## src/rtl/oka32_seq.sv

```systemverilog
// 32x32 carry-less multiply sequencer: three passes (low, high, middle) over a
// shared external 16-bit carry-less multiplier, Karatsuba recombination in P2.
module oka32_seq #(
    parameter int unsigned CNT_W = 16
) (
    input  logic             clk,
    input  logic             rst,
    input  logic             in_valid,
    output logic             in_ready,
    input  logic [31:0]      a,
    input  logic [31:0]      b,
    output logic             out_valid,
    input  logic             out_ready,
    output logic [62:0]      y,
    output logic             busy,
    output logic [CNT_W-1:0] op_count,
    output logic [15:0]      mul_a,
    output logic [15:0]      mul_b,
    input  logic [30:0]      mul_y
);

    typedef enum logic [2:0] {
        IDLE = 3'd0,
        P0   = 3'd1,
        P1   = 3'd2,
        P2   = 3'd3,
        DONE = 3'd4
    } state_t;

    state_t      state;
    logic [31:0] ar;
    logic [31:0] br;
    logic [30:0] z0;
    logic [30:0] z2;
    logic [30:0] mid;

    // Middle term only consumed in P2, so mul_y outside the passes never reaches a register.
    assign mid = mul_y ^ z0 ^ z2;

    // mul_a/mul_b are loaded on entry to each pass so they are valid for the whole pass cycle.
    always_ff @(posedge clk) begin
        if (rst) begin
            state     <= IDLE;
            in_ready  <= 1'b1;
            out_valid <= 1'b0;
            busy      <= 1'b0;
            y         <= '0;
            op_count  <= '0;
            ar        <= '0;
            br        <= '0;
            z0        <= '0;
            z2        <= '0;
            mul_a     <= '0;
            mul_b     <= '0;
        end else begin
            case (state)
                IDLE: begin
                    if (in_valid) begin
                        ar       <= a;
                        br       <= b;
                        mul_a    <= a[15:0];
                        mul_b    <= b[15:0];
                        in_ready <= 1'b0;
                        busy     <= 1'b1;
                        state    <= P0;
                    end
                end
                P0: begin
                    z0    <= mul_y;
                    mul_a <= ar[31:16];
                    mul_b <= br[31:16];
                    state <= P1;
                end
                P1: begin
                    z2    <= mul_y;
                    mul_a <= ar[15:0] ^ ar[31:16];
                    mul_b <= br[15:0] ^ br[31:16];
                    state <= P2;
                end
                P2: begin
                    y         <= 63'({z2, 32'b0}) ^ 63'({mid, 16'b0}) ^ 63'(z0);
                    out_valid <= 1'b1;
                    mul_a     <= '0;
                    mul_b     <= '0;
                    state     <= DONE;
                end
                DONE: begin
                    if (out_ready) begin
                        out_valid <= 1'b0;
                        op_count  <= op_count + CNT_W'(1);
                        in_ready  <= 1'b1;
                        busy      <= 1'b0;
                        state     <= IDLE;
                    end
                end
                default: begin
                    state     <= IDLE;
                    in_ready  <= 1'b1;
                    out_valid <= 1'b0;
                    busy      <= 1'b0;
                    mul_a     <= '0;
                    mul_b     <= '0;
                end
            endcase
        end
    end

endmodule

```

## config.mk

```make
export PLATFORM = sky130hd
export DESIGN_NAME = oka32_seq
export DESIGN_NICKNAME = d
export VERILOG_FILES = /design/src/rtl/oka32_seq.sv
export SDC_FILE = /design/constraint.sdc
export NUM_CORES = 1
export LEC_CHECK = 0
export ABC_CLOCK_PERIOD_IN_PS = 2000
export CORE_MARGIN = 2
export CORE_UTILIZATION = 51
export CTS_CLUSTER_DIAMETER = 100
export CTS_CLUSTER_SIZE = 25
export DETAILED_ROUTE_END_ITERATION = 12
export PLACE_DENSITY = 0.81
export SYNTH_ARGS = -nofsm -noshare
export SYNTH_HDL_FRONTEND = slang
export SYNTH_SLANG_ARGS = --single-unit
```

## constraint.sdc

```tcl
create_clock -name clk -period 2 [get_ports clk]
set_input_delay 0.3 -clock clk [delete_from_list [all_inputs] [get_ports clk]]
set_output_delay 0.3 -clock clk [all_outputs]
set_load 0.05 [all_outputs]
```

==> reports/summary.txt <==
Initial core utilization -> 51.92%
Crit path arrival time -> 1670 ps
Proportion of synthesized chip area in sequential cells -> 48.30%
Pin count of the biggest net entering global routing -> 153
Via count normalized by instance count -> 5.362
Cell taking the most area after synthesis -> dfxtp_1
Placed Instance Area -> 12470 um^2
Number of unique standard cell types used by synthesis -> 39
Core Rows -> 51
Most common library cell in the layout ignoring fill and taps -> nand2_1
Maximum count of clock buffers along a single path -> 3
Port buffer count -> 212
Fin Hold WS -> 10.96 ps
Clock tree root buffer cell -> clkbuf_16
Synth Register Bits -> 243
Overall track demand over capacity in global routing -> 23.95%
Initial DRT Pass Iterations -> 4
Top-area cell type share of the netlist area -> 48.30%
Initial DRC Count -> 548
Count of max-cap constraint violations -> 0
CTS tree -> built
Share of final-layout standard cells stronger than drive strength 1 -> 3.771%
Cell area after technology mapping -> 10070 um^2
Type of element launching the critical path -> flip-flop
Hold WC Path Type -> in2reg
Post-route cell area -> 12820 um^2
Count of endpoints failing setup in the final report -> 0
Data required time of the critical path -> 1700 ps
Critical path's largest stage delay -> 860 ps
Worst path bufs/invs -> 1
Max-slew violations -> 0
Number of placed instances with taps included -> 1683
Count of vias placed by the detailed router -> 9099
Async set or reset register ratio after synthesis -> 0%
Post-synth net total -> 1371
RSZ-0062 raised after global routing -> no
Area added between synthesis and finish -> 27.35%
Post-DRT Antenna Nets -> 0
Cell types with the largest area share after synthesis -> dfxtp_1 48%, nand2_1 13%, a21oi_1 11%
Worst Max-Slew Pin Slew -> 729.9 ps
H-tree depth -> 1
Reported leakage power -> 4.660 nW
Clock transition at the register clock pins on the worst setup and hold paths after CTS -> 100 ps
FMAX -> 507.5 MHz
Chain of cells forming the critical path -> clkdlybuf4s50_1
Most frequent cells in the layout -> 357 x nand2_1, 241 x dfxtp_1, 231 x a21oi_1
Clk Latency, worst-skew pair -> 470 ps
Number of sinks driven by the clock tree -> 243
Std-Cell Core Area -> 19400 um^2
Vias in the first global route -> 8388
Crit path kind -> reg2out
Final Instance Count excl. Fillers -> 1697
Dpl hpwl -> 17000 um
Total I/O pin count -> 213
Routability Congestion -> 0.8242
Total wire length -> 26230 um
PwrDens -> 776.7 nW/um^2
Hold_buf cts -> 0
Number of enable flip-flop cells after synthesis -> 0
Syn avg cell area -> 7.924 um^2
Routed len/inst -> 15.46 um
Num CTS Buffers -> 13
Part of the cycle the worst path needs -> 98.52%
Ys flop type -> dfxtp_1
Final setup TNS -> 0 ps
Critical-path top delay cell -> clkdlybuf4s50_1
Number of cells produced by synthesis -> 1271
Initial antenna violation count -> 0
Maximum clock skew at final layout -> 18.10 ps
Relative slew margins -> 51.34%
Overflow left after global routing -> 0
Crit path max fanout -> 2
Overall power after layout -> 9.961 mW
First-pass GRT wire length -> 40820 um
Overall die width -> 144.5 um
Max VDD drop -> 712.8 uV
Area of the die -> 20890 um^2
Filler Cells Inserted -> 1659
Yosys synthesis warning count -> 0
CP top delay family -> buffers and inverters
Number of diodes -> 0
Die outline height -> 144.5 um
Result of the run -> complete, no violations
Number of hold violations in the final report -> 0
Nature of the critical path endpoint -> output port
Layout Nets -> 1533
Period minus WS final -> 1970 ps
DR DRC count -> 0
Number of buffers inserted to repair setup after CTS -> 0
==> registers in the layout, indices dropped and copies added, names as in the netlist <==
signal / count
ar: 32
br: 32
busy: 1
in_ready: 1
mul_a: 16
mul_b: 16
op_count: 16
out_valid: 1
state: 3
y: 63
z0: 31
z2: 31
==> worst paths after layout <==
kind / from / end / slack, ps / depth (start not counted)
setup / recovery: y[45] / y[45] / 30 / 1
hold / removal: rst / state[0] / 10 / 2
setup reg to reg: state[2] / op_count[12] / 320 / 4
hold reg to reg: y[31] / y[31] / 450 / 2
==> synth_stat cells (2+ instances only) <==
| master | n |
|---|---|
| a211oi_1 | 32 |
| xnor2_1 | 81 |
| nand4_1 | 5 |
| buf_2 | 34 |
| or3_1 | 3 |
| nand3b_1 | 33 |
| nand2b_1 | 36 |
| o21ai_0 | 64 |
| nor2_1 | 47 |
| buf_1 | 4 |
| dfxtp_1 | 243 |
| nand2_1 | 357 |
| and3_1 | 5 |
| buf_6 | 2 |
| o21ai_1 | 4 |
| a21oi_1 | 231 |
| o31ai_1 | 2 |
| xor2_1 | 6 |
| clkbuf_1 | 52 |
| nor3_1 | 2 |
| inv_1 | 3 |
| nand3_1 | 8 |
==> final cells by class <==
type	count	area [um^2]	area share, %
flip-flops and latches	243	4867	37.95
multi-input cells	933	4831	37.67
inverters	3	11.26	0.08780
clock inverters	1	8.758	0.06829
repair buffers	239	2450	19.10
well taps	265	331.6	2.585
clock buffers	13	325.3	2.537
==> report_power, final <==
group          switching, mW  internal (mW)  total [mW]
Clock                   1.50           1.18        2.68
Combinational           1.19          0.813        2.00
Sequential             0.175           5.10        5.28
Total                   2.86           7.10        9.96
==> cell families (layout without fill, tap and decap cells) <==
group	after synthesis	after routing	share of synthesized area, %
AO/OA/AOI/OAI	336	336	17.70
buffers and inverters	95	256	4.112
XOR/XNOR	87	87	7.566
AND/OR/NAND/NOR	508	508	22.08
adder cells (fa/ha/maj)	1	1	0.1242
flip-flops	243	243	48.30
multiplexers	1	1	0.1118
==> layer usage <==
layer  part of all wire (%)  vias up  global-route usage (%)
met1                     42     4296                   29.55
li1                       -     4521                       -
met5                      0        -                       0
met4                    2.4        0                   6.438
met2                     49      242                   42.01
met3                    7.1       40                   5.596
==> what timing repair did <==
item,4_1_cts,5_1_grt
endpoints found under the hold margin,0,0
endpoints found under the setup margin,15,17
resized for setup,15,17
==> through the flow <==
| step | setup WS (ps) | util (%) |
|---|---|---|
| floorplan | 179.2 | - |
| global placement | 52.36 | 64.27 |
| detailed placement | 33.28 | 64.27 |
| CTS | 10.21 | 65.89 |
| global route | 1.365 | 66.11 |
| finish | 29.57 | 66.11 |
Note: power is estimated with default switching activity, not from simulation.
